--- config.mk ---
export PLATFORM = sky130hd
export DESIGN_NAME = stun_controller
export DESIGN_NICKNAME = d
export VERILOG_FILES = /design/src/rtl/fight_pkg.sv /design/src/rtl/frame_countdown.sv /design/src/rtl/stun_controller.sv
export SDC_FILE = /design/constraint.sdc
export NUM_CORES = 1
export LEC_CHECK = 0
export BUFFER_PORTS_ARGS = -buffer_cell sky130_fd_sc_hd__buf_2
export CAP_MARGIN = 40
export CORE_UTILIZATION = 52
export CTS_BUF_LIST = sky130_fd_sc_hd__clkbuf_4 sky130_fd_sc_hd__clkbuf_8
export CTS_CLUSTER_SIZE = 10
export DETAILED_ROUTE_END_ITERATION = 10
export GPL_TIMING_DRIVEN = 0
export HOLD_SLACK_MARGIN = 0.08
export PLACE_DENSITY = 0.84
export SLEW_MARGIN = 40
export SYNTH_ARGS = -nofsm -noshare
export SYNTH_HDL_FRONTEND = slang
export SYNTH_SLANG_ARGS = --single-unit
--- constraint.sdc ---
create_clock -name clk -period 1.75 [get_ports clk]
set_input_delay 0 -clock clk [delete_from_list [all_inputs] [get_ports clk]]
set_output_delay 0 -clock clk [all_outputs]
set_load 0.02 [all_outputs]
--- src/rtl/fight_pkg.sv ---
// Shared fight-logic types and constants: state encoding, counter widths and
// default frame data used by both the stun controller and the attack FSM.
package fight_pkg;
  localparam int FRAME_W  = 6;
  localparam int SPEED_W  = 4;
  localparam int HEALTH_W = 4;

  localparam int DEF_HITSTUN_FRAMES   = 20;
  localparam int DEF_BLOCKSTUN_FRAMES = 12;
  localparam int DEF_PUSH_FRAMES      = 8;
  localparam int DEF_PUSH_HIT_SPEED   = 3;
  localparam int DEF_PUSH_BLOCK_SPEED = 2;
  localparam int DEF_HEALTH_MAX       = 3;

  typedef enum logic [1:0] {
    IDLE      = 2'd0,
    BLOCKSTUN = 2'd1,
    HITSTUN   = 2'd2,
    KO        = 2'd3
  } stun_state_t;

  typedef struct packed {
    logic hit;
    logic blk;
  } evt_t;

  function automatic logic [HEALTH_W-1:0] sat_dec(input logic [HEALTH_W-1:0] v);
    return (v == '0) ? v : v - HEALTH_W'(1);
  endfunction
endpackage

--- src/rtl/frame_countdown.sv ---
// Loadable frame down-counter: load beats tick, decrement stops at zero.
module frame_countdown
  import fight_pkg::*;
(
  input  logic               clk,
  input  logic               rst_n,
  input  logic               load,
  input  logic [FRAME_W-1:0] load_val,
  input  logic               tick,
  output logic [FRAME_W-1:0] count,
  output logic               zero
);
  assign zero = (count == '0);

  always_ff @(posedge clk or negedge rst_n) begin
    if (!rst_n)             count <= '0;
    else if (load)          count <= load_val;
    else if (tick && !zero) count <= count - FRAME_W'(1);
  end
endmodule

--- src/rtl/stun_controller.sv ---
// Defender-side stun controller: one-shot hit/block events drive hit/blockstun,
// pushback, health and sticky KO; outputs lock the player's input FSMs.
module stun_controller
  import fight_pkg::*;
#(
  parameter int HITSTUN_FRAMES   = DEF_HITSTUN_FRAMES,
  parameter int BLOCKSTUN_FRAMES = DEF_BLOCKSTUN_FRAMES,
  parameter int PUSH_FRAMES      = DEF_PUSH_FRAMES,
  parameter int PUSH_HIT_SPEED   = DEF_PUSH_HIT_SPEED,
  parameter int PUSH_BLOCK_SPEED = DEF_PUSH_BLOCK_SPEED,
  parameter int HEALTH_MAX       = DEF_HEALTH_MAX
) (
  input  logic                clk,
  input  logic                rst_n,
  input  logic                frame_tick,
  input  logic                got_hit,
  input  logic                got_blocked,
  input  logic                round_reset,
  output logic                in_hitstun,
  output logic                in_blockstun,
  output logic                input_lock,
  output logic [FRAME_W-1:0]  stun_left,
  output logic                push_valid,
  output logic [SPEED_W-1:0]  push_speed,
  output logic [HEALTH_W-1:0] health,
  output logic                ko
);
  localparam int NUM_CNT  = 2;
  localparam int CNT_STUN = 0;
  localparam int CNT_PUSH = 1;

  stun_state_t state_q, state_d;
  logic got_hit_q, got_blocked_q;
  logic [HEALTH_W-1:0] health_q, health_dec;
  logic [SPEED_W-1:0]  speed_q;
  evt_t evt, acc;
  logic accepting, ko_hit, stun_state, stun_exit;

  logic [NUM_CNT-1:0]              cnt_load;
  logic [NUM_CNT-1:0][FRAME_W-1:0] cnt_val;
  logic [NUM_CNT-1:0][FRAME_W-1:0] cnt;
  logic [NUM_CNT-1:0]              cnt_zero;

  // Rising edges only; a simultaneous hit edge suppresses the block edge.
  always_comb begin
    evt.hit    = got_hit & ~got_hit_q;
    evt.blk    = got_blocked & ~got_blocked_q & ~evt.hit;
    accepting  = ~round_reset & ((state_q == IDLE) | (state_q == BLOCKSTUN));
    acc.hit    = accepting & evt.hit;
    acc.blk    = accepting & evt.blk;
    health_dec = sat_dec(health_q);
    ko_hit     = acc.hit & (health_dec == '0);
    stun_state = (state_q == BLOCKSTUN) | (state_q == HITSTUN);
    // A stun state with an empty counter also falls back to IDLE.
    stun_exit  = stun_state & (cnt_zero[CNT_STUN] |
                 (frame_tick & (cnt[CNT_STUN] == FRAME_W'(1))));
  end

  always_comb begin
    state_d = state_q;
    if (round_reset)  state_d = IDLE;
    else if (acc.hit) state_d = ko_hit ? KO : HITSTUN;
    else if (acc.blk) state_d = BLOCKSTUN;
    else if (stun_exit) state_d = IDLE;
  end

  always_comb begin
    cnt_load[CNT_STUN] = round_reset | acc.hit | acc.blk;
    cnt_load[CNT_PUSH] = round_reset | acc.hit | acc.blk;
    if (round_reset)  cnt_val[CNT_STUN] = '0;
    else if (acc.hit) cnt_val[CNT_STUN] = ko_hit ? '0 : FRAME_W'(HITSTUN_FRAMES);
    else              cnt_val[CNT_STUN] = FRAME_W'(BLOCKSTUN_FRAMES);
    cnt_val[CNT_PUSH] = round_reset ? '0 : FRAME_W'(PUSH_FRAMES);
  end

  for (genvar g = 0; g < NUM_CNT; g++) begin : g_cnt
    frame_countdown u_cnt (
      .clk      (clk),
      .rst_n    (rst_n),
      .load     (cnt_load[g]),
      .load_val (cnt_val[g]),
      .tick     (frame_tick),
      .count    (cnt[g]),
      .zero     (cnt_zero[g])
    );
  end

  always_ff @(posedge clk or negedge rst_n) begin
    if (!rst_n) begin
      state_q       <= IDLE;
      got_hit_q     <= 1'b0;
      got_blocked_q <= 1'b0;
      health_q      <= HEALTH_W'(HEALTH_MAX);
      speed_q       <= '0;
    end else begin
      state_q       <= state_d;
      got_hit_q     <= got_hit;
      got_blocked_q <= got_blocked;
      if (round_reset) begin
        health_q <= HEALTH_W'(HEALTH_MAX);
        speed_q  <= '0;
      end else if (acc.hit) begin
        health_q <= health_dec;
        speed_q  <= SPEED_W'(PUSH_HIT_SPEED);
      end else if (acc.blk) begin
        speed_q  <= SPEED_W'(PUSH_BLOCK_SPEED);
      end
    end
  end

  assign in_hitstun   = (state_q == HITSTUN);
  assign in_blockstun = (state_q == BLOCKSTUN);
  assign input_lock   = (state_q != IDLE);
  assign ko           = (state_q == KO);
  assign stun_left    = cnt[CNT_STUN];
  assign push_valid   = ~cnt_zero[CNT_PUSH];
  assign push_speed   = push_valid ? speed_q : '0;
  assign health       = health_q;
endmodule

# Word level (Yosys, flattened, before mapping)
# Cells that the tools add are included.
# word_totals
regBits	24
latch_bits	0
mem_bits_rw	0
rom_bits	0
input_bits	6
output_inout_bits	19
wordCells	68
n_memories	0
# op_classes
add_sub_neg	3
multipliers	0
div	0
order_cmp	0
eq_ne	4
shift	0
n_mux	20
bitwise	19
reduce_logical	15
# op_table
op	count
$mux W4	8
$mux W6	4
$mux W5	3
$logic_not A6 Y1	2
$sub A6 B1 Y6 const B	2
$and A1 B1 Y1	9
$logic_not A4 Y1	2
$mux W2	4
$reduce_bool A2 Y1	4
$eq A6 B1 Y1 const B	1
$not A1 Y1	5
$or A1 B1 Y1	5
$eq A2 B2 Y1 const B	2
$reduce_bool A4 Y1	1
$sub A4 B1 Y4 const B	1
$reduce_bool A3 Y1	1
$eq A2 B1 Y1 const B	1
$logic_and A1 B1 Y1	2
$logic_not A1 Y1	2
$logic_not A2 Y1	1
$mux W1	1

# Logic depth before layout (Yosys ltp)
# Gate-level depths: netlist of the first run.
# logic_depth
ltp_word	9
mapped_depth	7
mapped_depth_nobuf	6

# Cells and area by module
# Synthesis of the first run repeated with hierarchy kept, for this count alone.
# hier_totals
hier_cells	155
area_unflattened_um2	1438.9
# modules_own_cells
module	n_inst	cells_each	area_each_um2	seq_area_each_um2
frame_countdown	2	44	395.4	150.1
stun_controller	1	67	648.1	252.7

# Worst setup path after synthesis of the first run
# Ideal clock, no wire load.
# synth_timing
path_kind	reg2reg
start	register health_q[0] (netlist: health[0])
end	register g_cnt[0].u_cnt.count[2]
setup_ns	0.131
arrival_time_ns	1.893
required_ns	1.619
path_slack_ns	-0.274
stages_incl_launch_ff	7
path_buffers	0
synth_period_minus_slack_ns	2.024
cell_sequence	dfstp_2 -> inv_1 -> ha_1 -> xor2_1 -> or4_1 -> a311oi_2 -> a211oi_1
# synth_via
elab_chain_cells	8
elab_cells_between_ends	9
classes_between	add/sub (1); mux (5); bitwise (1); reduce/logical (2)
# synth_lines
item	line	rtl
start: declaration	stun_controller.sv:34	logic [HEALTH_W-1:0] health_q, health_dec;
start signal: assignment	stun_controller.sv:93	health_q <= HEALTH_W'(HEALTH_MAX);
start signal: assignment	stun_controller.sv:100	health_q <= HEALTH_W'(HEALTH_MAX);
start signal: assignment	stun_controller.sv:103	health_q <= health_dec;
$sub A4 B1 Y4 or $logic_not A4 Y1 (tied branches)	fight_pkg.sv:28	return (v == '0) ? v : v - HEALTH_W'(1);
$mux W4 (*)	fight_pkg.sv:28	
$logic_not A4 Y1 (*)	stun_controller.sv:52	ko_hit = acc.hit & (health_dec == '0);
$and A1 B1 Y1 (*)	stun_controller.sv:52	
$mux W5 (*) (2 in series)	stun_controller.sv:71	else if (acc.hit) cnt_val[CNT_STUN] = ko_hit ? '0 : FRAME_W'(HITSTUN_FRAMES);
$mux W5 (*)	stun_controller.sv:70	if (round_reset) cnt_val[CNT_STUN] = '0;
$mux W6 (*)	frame_countdown.sv:17	else if (load) count <= load_val;
end signal: assignment	frame_countdown.sv:17	
end signal: assignment	frame_countdown.sv:18	else if (tick && !zero) count <= count - FRAME_W'(1);
end: declaration	frame_countdown.sv:10	output logic [FRAME_W-1:0] count,
# Every way passes the cells marked *; elsewhere a longest branch is shown, timed or not.
# A chain may end at the register's enable or synchronous reset.

# Worst setup path in the final report of the first run
# layout_timing
start	register health_q[0] (netlist: health[0])
end	register g_cnt[0].u_cnt.count[4]
# The elaborated chain is that of the path after synthesis.

==> impl_metrics.tcl, run 1 <==
set metrics [dict create \
    avgSynthCellArea_um2 9.301 \
    start_kind "flip-flop" \
    pwr-share-comb_pct 54.9 \
    die_h_um 53.80 \
    swShare_pct 41.23 \
    p_leak_uw 0.0008778 \
    synthToLayoutAreaGrowth_pct 32.20 \
    numCtsBuffers 3 \
    cts_sinks 22 \
    synth_edf_count 0 \
    cts_tree "done" \
    chipWidth_um 53.80 \
    skew_ns 0.004939 \
    start_util_pct 55.81 \
    drt_iter0_drc 22 \
    grt_pass1_vias 1174 \
    crit_start "health[0]" \
    rows 18 \
    p_sw_uw 913.9 \
    port_buffers 22 \
    final_max_slew_viol_count 0 \
    insertedDiodeCount 0 \
    cellPowerDensity_mw_per_mm2 1202 \
    core-area_mm2 0.002500 \
    vias 1292 \
    synth-main-ff-cell "dfrtp_1" \
    pin_count 25 \
    cp.arrival_ns 2.11 \
    wl_per_cell_um 15.32 \
    synth-seq-cells 22 \
    layout_commonest_cell "buf_4" \
    status "finished with violations" \
    grt_first_pass_wirelength_mm 4.981 \
    timing.fmax_ghz 0.5170 \
    layout.nets 210 \
    final.setup.worst_slack_ns -0.1843 \
    grt_use_total_pct 23.89 \
    crit_end "g_cnt[0].u_cnt.count[4]" \
    power_frac_seq_pct 32.2 \
    place_area_mm2 0.001559 \
    synthArstFlopShare_pct 100.0 \
    layout-drive-gt1-share_pct 39.18 \
    rsz0062_at_grt "true" \
    clkLatencyLatePin_ns 0.31 \
    yosys_warnings 0 \
    synth_area_mm2 0.001395 \
    post-route-util_pct 73.77 \
    place.gp.congestion 0.7976 \
    finalWirelength_mm 3.432 \
    layout_common_cells "buf_4, buf_2, dfrtp_1" \
    setup_viol 2 \
    min_path_type "in2async" \
    p_clk_share_pct 13.0 \
    multi_input_area_um2 835.8 \
    die_area_mm2 0.002894 \
    fin_area_mm2 0.001844 \
    grt_max_degree 23 \
    vias_per_cell 5.768 \
    max_slew_margin_pct 66.34 \
    hold_viol 0 \
    dp_hpwl_mm 2.059 \
    vdd_drop_max_mv 0.9323 \
    htree_levels 1 \
    hold_ws_ns 0.1707 \
    required_ns 1.93 \
    nFillCells 198 \
    drv_cap 0 \
    reg2regPathDepth 7 \
    clockRootBuffer "clkbuf_4" \
    ant_nets 0 \
    r2r-end "g_cnt[0].u_cnt.count[4]" \
    violations "negative setup slack" \
    drc 0 \
    crit_path_end_kind "flip-flop" \
    period_share_pct 110.5 \
    seqCellArea_um2 554.3 \
    ff2ff_setup_slack_ns -0.18 \
    clk_pin_slew_ns 0.13 \
    synth-seq-area-share_pct 39.64 \
    antenna_found_initial 0 \
    first_pass_iters 5 \
    post-route-min-period_ns 1.934 \
    ys_types 47 \
    cts_buffer_depth 2 \
    fin_tns_setup_ns -0.3041 \
    cp_max_fo 3 \
    p_int_uw 1303 \
    regToRegStartpoint "health[0]" \
    tightestPinTransition_ns 0.5050 \
    path_class "reg2reg" \
    overflow 0 \
    synth_cells 150 \
]
repair_timing:
| item | 4_1_cts | 5_1_grt |
|---|---|---|
| setup endpoints to repair | 13 | 14 |
| hold endpoints to repair | 26 | 0 |
| setup buffers | 9 | 5 |
| pin swaps | 6 | 4 |
| resized for setup | 12 | 15 |
| hold buffers | 5 | 0 |
cell usage after synthesis (3+ instances only):
cell type	n	area [µm²]
nand2_1	5	18.77
clkbuf_1	4	15.01
a21oi_1	6	30.03
o311ai_0	3	26.28
inv_1	11	41.29
dfrtp_1	20	500.5
nand2b_1	5	31.28
nor2_1	19	71.32
nor3_1	4	20.02
xor2_1	6	52.55
a211oi_1	5	37.54
buf_4	8	60.06
xnor2_1	3	26.28
ha_1	9	112.6
layout make-up:
| cell class | count | share of cell area (%) |
|---|---|---|
| Clock buffer | 4 | 1.967 |
| Sequential cell | 22 | 30.05 |
| Tap cell | 30 | 2.035 |
| Timing Repair Buffer | 41 | 14.52 |
| Inverter | 11 | 2.239 |
| Buffer | 11 | 3.867 |
| Multi-Input combinational cell | 105 | 45.32 |
critical path, cell delays in order (launching register included):
cell,delay (ns)
dfstp_2,0.57
inv_2,0.05
ha_4,0.16
xor2_2,0.17
buf_4,0.14
o22a_2,0.16
nand2_1,0.10
a2111oi_1,0.45
cells by family after synthesis:
family / Yosys count / synth area share (%)
and+or+nand+nor: 52 / 19.55
adders and majority gates: 9 / 8.072
DFF: 22 / 39.64
xor gates and xnor gates: 9 / 5.651
AOI/OAI and AO/OA: 32 / 17.40
buffers and inverters: 24 / 8.699
muxes: 1 / 0.7175
other: 1 / 0.2688
power groups by stage:
stage               logic [µW]  clock network (µW)  registers, µW
floorplan                  714                   0            698
global placement           895                   0            711
detailed placement         925                   0            718
CTS                       1050                 294            696
global route              1330                 311            726
finish                    1220                 288            713
per-layer routing:
layer | up-vias | wire (µm) | track usage [%]
met4 | 0 | 93 | 7.018
met3 | 15 | 135 | 3.107
li1 | 611 | - | -
met2 | 54 | 1819 | 44.03
met5 | - | 0 | 0
met1 | 612 | 1383 | 28.40
how the worst min path moves through the flow:
stage	endpoint	slack [ns]	depth (start not counted)
global placement	g_cnt[0].u_cnt.count[1]	-0.01	1
detailed placement	g_cnt[0].u_cnt.count[0]	-0.006	1
global route	g_cnt[0].u_cnt.count[5]	0.22	2
floorplan	g_cnt[0].u_cnt.count[0]	-0.30	0
CTS	g_cnt[0].u_cnt.count[0]	0.19	2
finish	g_cnt[0].u_cnt.count[5]	0.17	2
registers in the layout, summed over array words and instances, names as in the netlist:
signal             cells
g_cnt.u_cnt.count     12
health                 4
speed_q                2
state_q                2
got_blocked_q          1
got_hit_q              1
metrics by stage:
step	instances	total power (µW)	worst slack, ns
after floorplan	151	1412	-0.1372
after global placement	203	1607	-0.1154
after detailed placement	203	1643	-0.1334
after CTS	219	2038	-0.1038
after global routing	224	2371	-0.2181
final	224	2217	-0.1843
(Power assumes the default switching activity.)
==> inputs of run 2 (changes only) <==
SKIP_CTS_REPAIR_TIMING = 1   (was not set)
==> run 2 against run 1 <==
Compared with the run above: the flow still finishes with violations (negative setup slack); clock skew down 0.0017 ns; sequential share of layout area down 0.061 points; register-to-register slack better by 0.04 ns; cell area up 0.20%; power up 5.7%; first-iteration DRC count up 120%; count of clock-buffer cells in the layout unchanged; hold slack worse by 0.11 ns.
==> impl_metrics.tcl, run 2 (synthesis results as in run 1) <==
set metrics [dict create \
    status "finished with violations" \
    violations "negative setup slack" \
    rows 18 \
    max_slew_margin_pct 65.48 \
    start_util_pct 55.81 \
    max_flop_register "g_cnt.u_cnt.count" \
    numCtsBuffers 3 \
    fin_area_mm2 0.001848 \
    grt_pass1_vias 1113 \
    first_pass_iters 6 \
    cts_buffer_depth 2 \
    min_path_type "in2reg" \
    ant_nets 0 \
    vias_per_cell 5.713 \
    start_kind "flip-flop" \
    wl_per_cell_um 15.52 \
    synthToLayoutAreaGrowth_pct 32.47 \
    chipWidth_um 53.80 \
    cts_sinks 22 \
    port_buffers 22 \
    crit_path_end_kind "flip-flop" \
    place_area_mm2 0.001559 \
    drt_iter0_drc 49 \
    path_buf_inv 1 \
    place.gp.congestion 0.7976 \
    critPathSlowestCell "dfstp_2" \
    ff2ff_setup_slack_ns -0.14 \
    layout-drive-gt1-share_pct 39.90 \
    timing.fmax_ghz 0.5280 \
    clockRootBuffer "clkbuf_4" \
    pwr-share-comb_pct 57.1 \
    required_ns 1.96 \
    cp_max_fo 4 \
    setup_viol 4 \
    final.setup.worst_slack_ns -0.1438 \
    cp.depth 6 \
    core-area_mm2 0.002500 \
    tightestPinTransition_ns 0.5178 \
    power_frac_seq_pct 30.3 \
    finalWirelength_mm 3.462 \
    r2r-end "g_cnt[0].u_cnt.count[2]" \
    layout_common_cells "buf_4, buf_2, dfrtp_1" \
    dp_hpwl_mm 2.059 \
    vdd_drop_max_mv 0.9442 \
    drc 0 \
    p_int_uw 1393 \
    post-route-min-period_ns 1.894 \
    htree_levels 1 \
    worstPathCellList "inv_2 > ha_4 > nand2_2 > or4_4 > a311oi_2 > a211oi_1" \
    cp_top_family "flip-flops" \
    path_class "reg2reg" \
    vias 1274 \
    pin_count 25 \
    final_max_slew_viol_count 0 \
    hold_viol 0 \
    insertedDiodeCount 0 \
    crit_end "g_cnt[0].u_cnt.count[2]" \
    rsz0062_at_grt "true" \
    drv_cap 0 \
    grt_max_degree 23 \
    clkLatencyLatePin_ns 0.31 \
    regToRegStartpoint "health[0]" \
    die_h_um 53.80 \
    largest_register_ffs 12 \
    p_clk_share_pct 12.5 \
    period_share_pct 108.2 \
    cellPowerDensity_mw_per_mm2 1268 \
    p_sw_uw 950.9 \
    grt_first_pass_wirelength_mm 4.705 \
    clk_pin_slew_ns 0.13 \
    skew_ns 0.003208 \
    cts_tree "done" \
    cp.arrival_ns 2.10 \
    swShare_pct 40.57 \
    overflow 0 \
    max_stage_delay_ns 0.59 \
    power_uw 2344 \
    crit_start "health[0]" \
    grt_use_total_pct 22.39 \
    die_area_mm2 0.002894 \
    antenna_found_initial 0 \
    reg2regPathDepth 6 \
    p_leak_uw 0.0008774 \
    layout.nets 209 \
]
[run 2: worst min-delay path, stage by stage]
cell,delay [ns]
buf_2,0.12
nand2_1,0.07
nand2_1,0.07
a31oi_1,0.07
[run 2: layout make-up]
type / instances / area (µm²)
fillers: 186 / 651.9
multi-input cells: 105 / 832.0
repair buffers: 39 / 264.0
well taps: 30 / 37.54
flip-flops and latches: 22 / 554.3
plain buffers: 12 / 82.58
clock buffers: 4 / 36.28
inverters: 11 / 41.29
[run 2: routing by layer]
layer | share of wire (%) | global-route usage [%] | vias up
met4 | 1.8 | 8.333 | 0
met2 | 53 | 39.30 | 43
met1 | 42 | 27.82 | 609
met5 | 0 | 0 | -
li1 | - | - | 610
met3 | 3.4 | 2.542 | 12
[run 2: power groups by stage]
stage               registers [µW]  logic [µW]  clock network (µW)
global placement               711         895                   0
detailed placement             718         925                   0
floorplan                      698         714                   0
global route                   725        1460                 316
finish                         711        1340                 294
CTS                            708         932                 294
[run 2: worst min path at each step]
| stage | to | startpoint | cells past startpoint |
|---|---|---|---|
| after floorplan | g_cnt[0].u_cnt.count[0] | rst_n | 0 |
| after global placement | g_cnt[0].u_cnt.count[1] | rst_n | 1 |
| after detailed placement | g_cnt[0].u_cnt.count[0] | rst_n | 1 |
| after CTS | g_cnt[0].u_cnt.count[0] | rst_n | 1 |
| after global routing | g_cnt[1].u_cnt.count[3] | frame_tick | 4 |
| final | g_cnt[1].u_cnt.count[3] | frame_tick | 4 |
[run 2: through the flow]
step / TNS, ns / util, % / std cells / setup WS [ns] / hold slack [ns]
finish: -0.3225 / 73.92 / 223 / -0.1438 / 0.05842
global route: -0.6840 / 73.92 / 223 / -0.1956 / 0.09081
CTS: -1.021 / 63.81 / 207 / -0.1947 / -0.3554
detailed placement: -0.4050 / 62.36 / 203 / -0.1334 / -0.005502
global placement: -0.2496 / 62.36 / 203 / -0.1154 / -0.01014
floorplan: -0.1372 / - / 151 / -0.1372 / -0.2956
==> inputs of run 3 (changes only) <==
SKIP_LAST_GASP = 1   (was not set)
==> run 3 against run 2 <==
Compared with the run above: the run still ends with negative setup slack left; hold slack better by 0.0063 ns; maximum frequency fell by 3.7%; clock skew up 0.0028 ns; largest cell class unchanged; register-to-register slack worse by 0.07 ns; count of clock-buffer cells in the layout stayed put; power shrank 1.7%; clock power shrank 2%; flip-flop and latch count is the same; largest power group unchanged.
==> impl_metrics.tcl, run 3 (synthesis results as in run 1) <==
set metrics [dict create \
    place.gp.congestion 0.7976 \
    drv_cap 0 \
    drc 0 \
    wl_per_cell_um 15.04 \
    cts_sinks 22 \
    overflow 0 \
    grt_pass1_vias 1113 \
    min_path_type "in2reg" \
    clkLatencyLatePin_ns 0.31 \
    cts_tree "done" \
    cp.arrival_ns 2.14 \
    hold_ws_ns 0.06470 \
    layout-drive-gt1-share_pct 37.82 \
    max_flop_register "g_cnt.u_cnt.count" \
    worstPathCellList "inv_1 > ha_1 > or2_2 > o21ai_2 > a22oi_1 > a2111oi_1" \
    status "finished with violations" \
    dp_slack_ns -0.1334 \
    layout.nets 209 \
    final_max_slew_viol_count 0 \
    crit_path_end_kind "flip-flop" \
    largest_register_ffs 12 \
    htree_levels 1 \
    numCtsBuffers 3 \
    antenna_found_initial 0 \
    vias 1273 \
    pin_count 25 \
    clockRootBuffer "clkbuf_4" \
    core-area_mm2 0.002500 \
    synthToLayoutAreaGrowth_pct 29.96 \
    critPathSlowestCell "a2111oi_1" \
    timing.fmax_ghz 0.5086 \
    cp_max_fo 4 \
    chipWidth_um 53.80 \
    cellPowerDensity_mw_per_mm2 1271 \
    tightestPinTransition_ns 0.6973 \
    clk_pin_slew_ns 0.13 \
    layout_common_cells "buf_4, buf_2, dfrtp_1" \
    path_buf_inv 1 \
    die_h_um 53.80 \
    dp_hpwl_mm 2.059 \
    port_buffers 22 \
    rsz0062_at_grt "true" \
    path_class "reg2reg" \
    vdd_drop_max_mv 0.9382 \
    post-route-min-period_ns 1.966 \
    drt_iter0_drc 27 \
    violations "negative setup slack" \
    rows 18 \
    max_slew_margin_pct 52.92 \
    cp_top_family "compound AO/OA/AOI/OAI gates" \
    max_stage_delay_ns 0.48 \
    grt_max_degree 23 \
    finalWirelength_mm 3.353 \
    final.setup.worst_slack_ns -0.2163 \
    cts_buffer_depth 2 \
    start_kind "flip-flop" \
    required_ns 1.92 \
    insertedDiodeCount 0 \
    grt_first_pass_wirelength_mm 4.705 \
    die_area_mm2 0.002894 \
    skew_ns 0.006002 \
    ant_nets 0 \
    p_leak_uw 0.0008650 \
    period_share_pct 112.4 \
    setup_viol 5 \
    first_pass_iters 5 \
    vias_per_cell 5.709 \
    grt_use_total_pct 22.39 \
    hold_viol 0 \
    start_util_pct 55.81 \
]
## run 3: cell counts in the layout (fill, tap and decap cells not counted)
No cell type changed its count.
## run 3: report_power, final
part	switching (µW)	internal, µW	total, µW
clock	162	127	289
combinational	656	648	1300
sequential	110	602	712
## run 3: area by class of cell
type / instances / area, µm²
Buffer: 12 / 82.58
Clock buffer: 4 / 36.28
Timing Repair Buffer: 39 / 264.0
Multi-Input combinational cell: 105 / 797.0
Inverter: 11 / 41.29
Sequential cell: 22 / 554.3
Tap cell: 30 / 37.54
Fill cell: 196 / 686.9
## run 3: worst min-delay path, stage by stage
cell and delay, ns:
buf_2 0.12, nand2_1 0.08, nand2_1 0.07, a31oi_1 0.07
## run 3: stage by stage
stage / cells / power (µW) / setup TNS, ns / util [%] / area, µm²
2_1_floorplan: 151 / 1412 / -0.1372 / - / 1411
3_3_place_gp: 203 / 1607 / -0.2496 / 62.36 / 1559
3_5_place_dp: 203 / 1643 / -0.4050 / 62.36 / 1559
4_1_cts: 207 / 1933 / -1.021 / 63.81 / 1595
5_1_grt: 223 / 2468 / -1.227 / 72.52 / 1813
6_report: 223 / 2305 / -0.4299 / 72.52 / 1813
## run 3: layer usage
metal  wire length (µm)  vias to the layer above  track usage (%)
met5                  0                        -                0
met4                 68                        0            8.333
met3                156                       10            2.542
met2               1779                       50            39.30
met1               1348                      608            27.82
li1                   -                      605                -
## run 3: worst paths after layout
check	start	end	slack, ns	cells after the start
worst max-delay path	state_q[0]	g_cnt[0].u_cnt.count[4]	-0.22	6
worst min-delay path	frame_tick	g_cnt[1].u_cnt.count[3]	0.06	4
worst max register to register	state_q[0]	g_cnt[0].u_cnt.count[4]	-0.22	6
worst min register to register	speed_q[1]	speed_q[1]	0.52	2
max in group asynchronous	rst_n	health[0]	1.22	2
min in group asynchronous	rst_n	g_cnt[0].u_cnt.count[5]	0.17	2
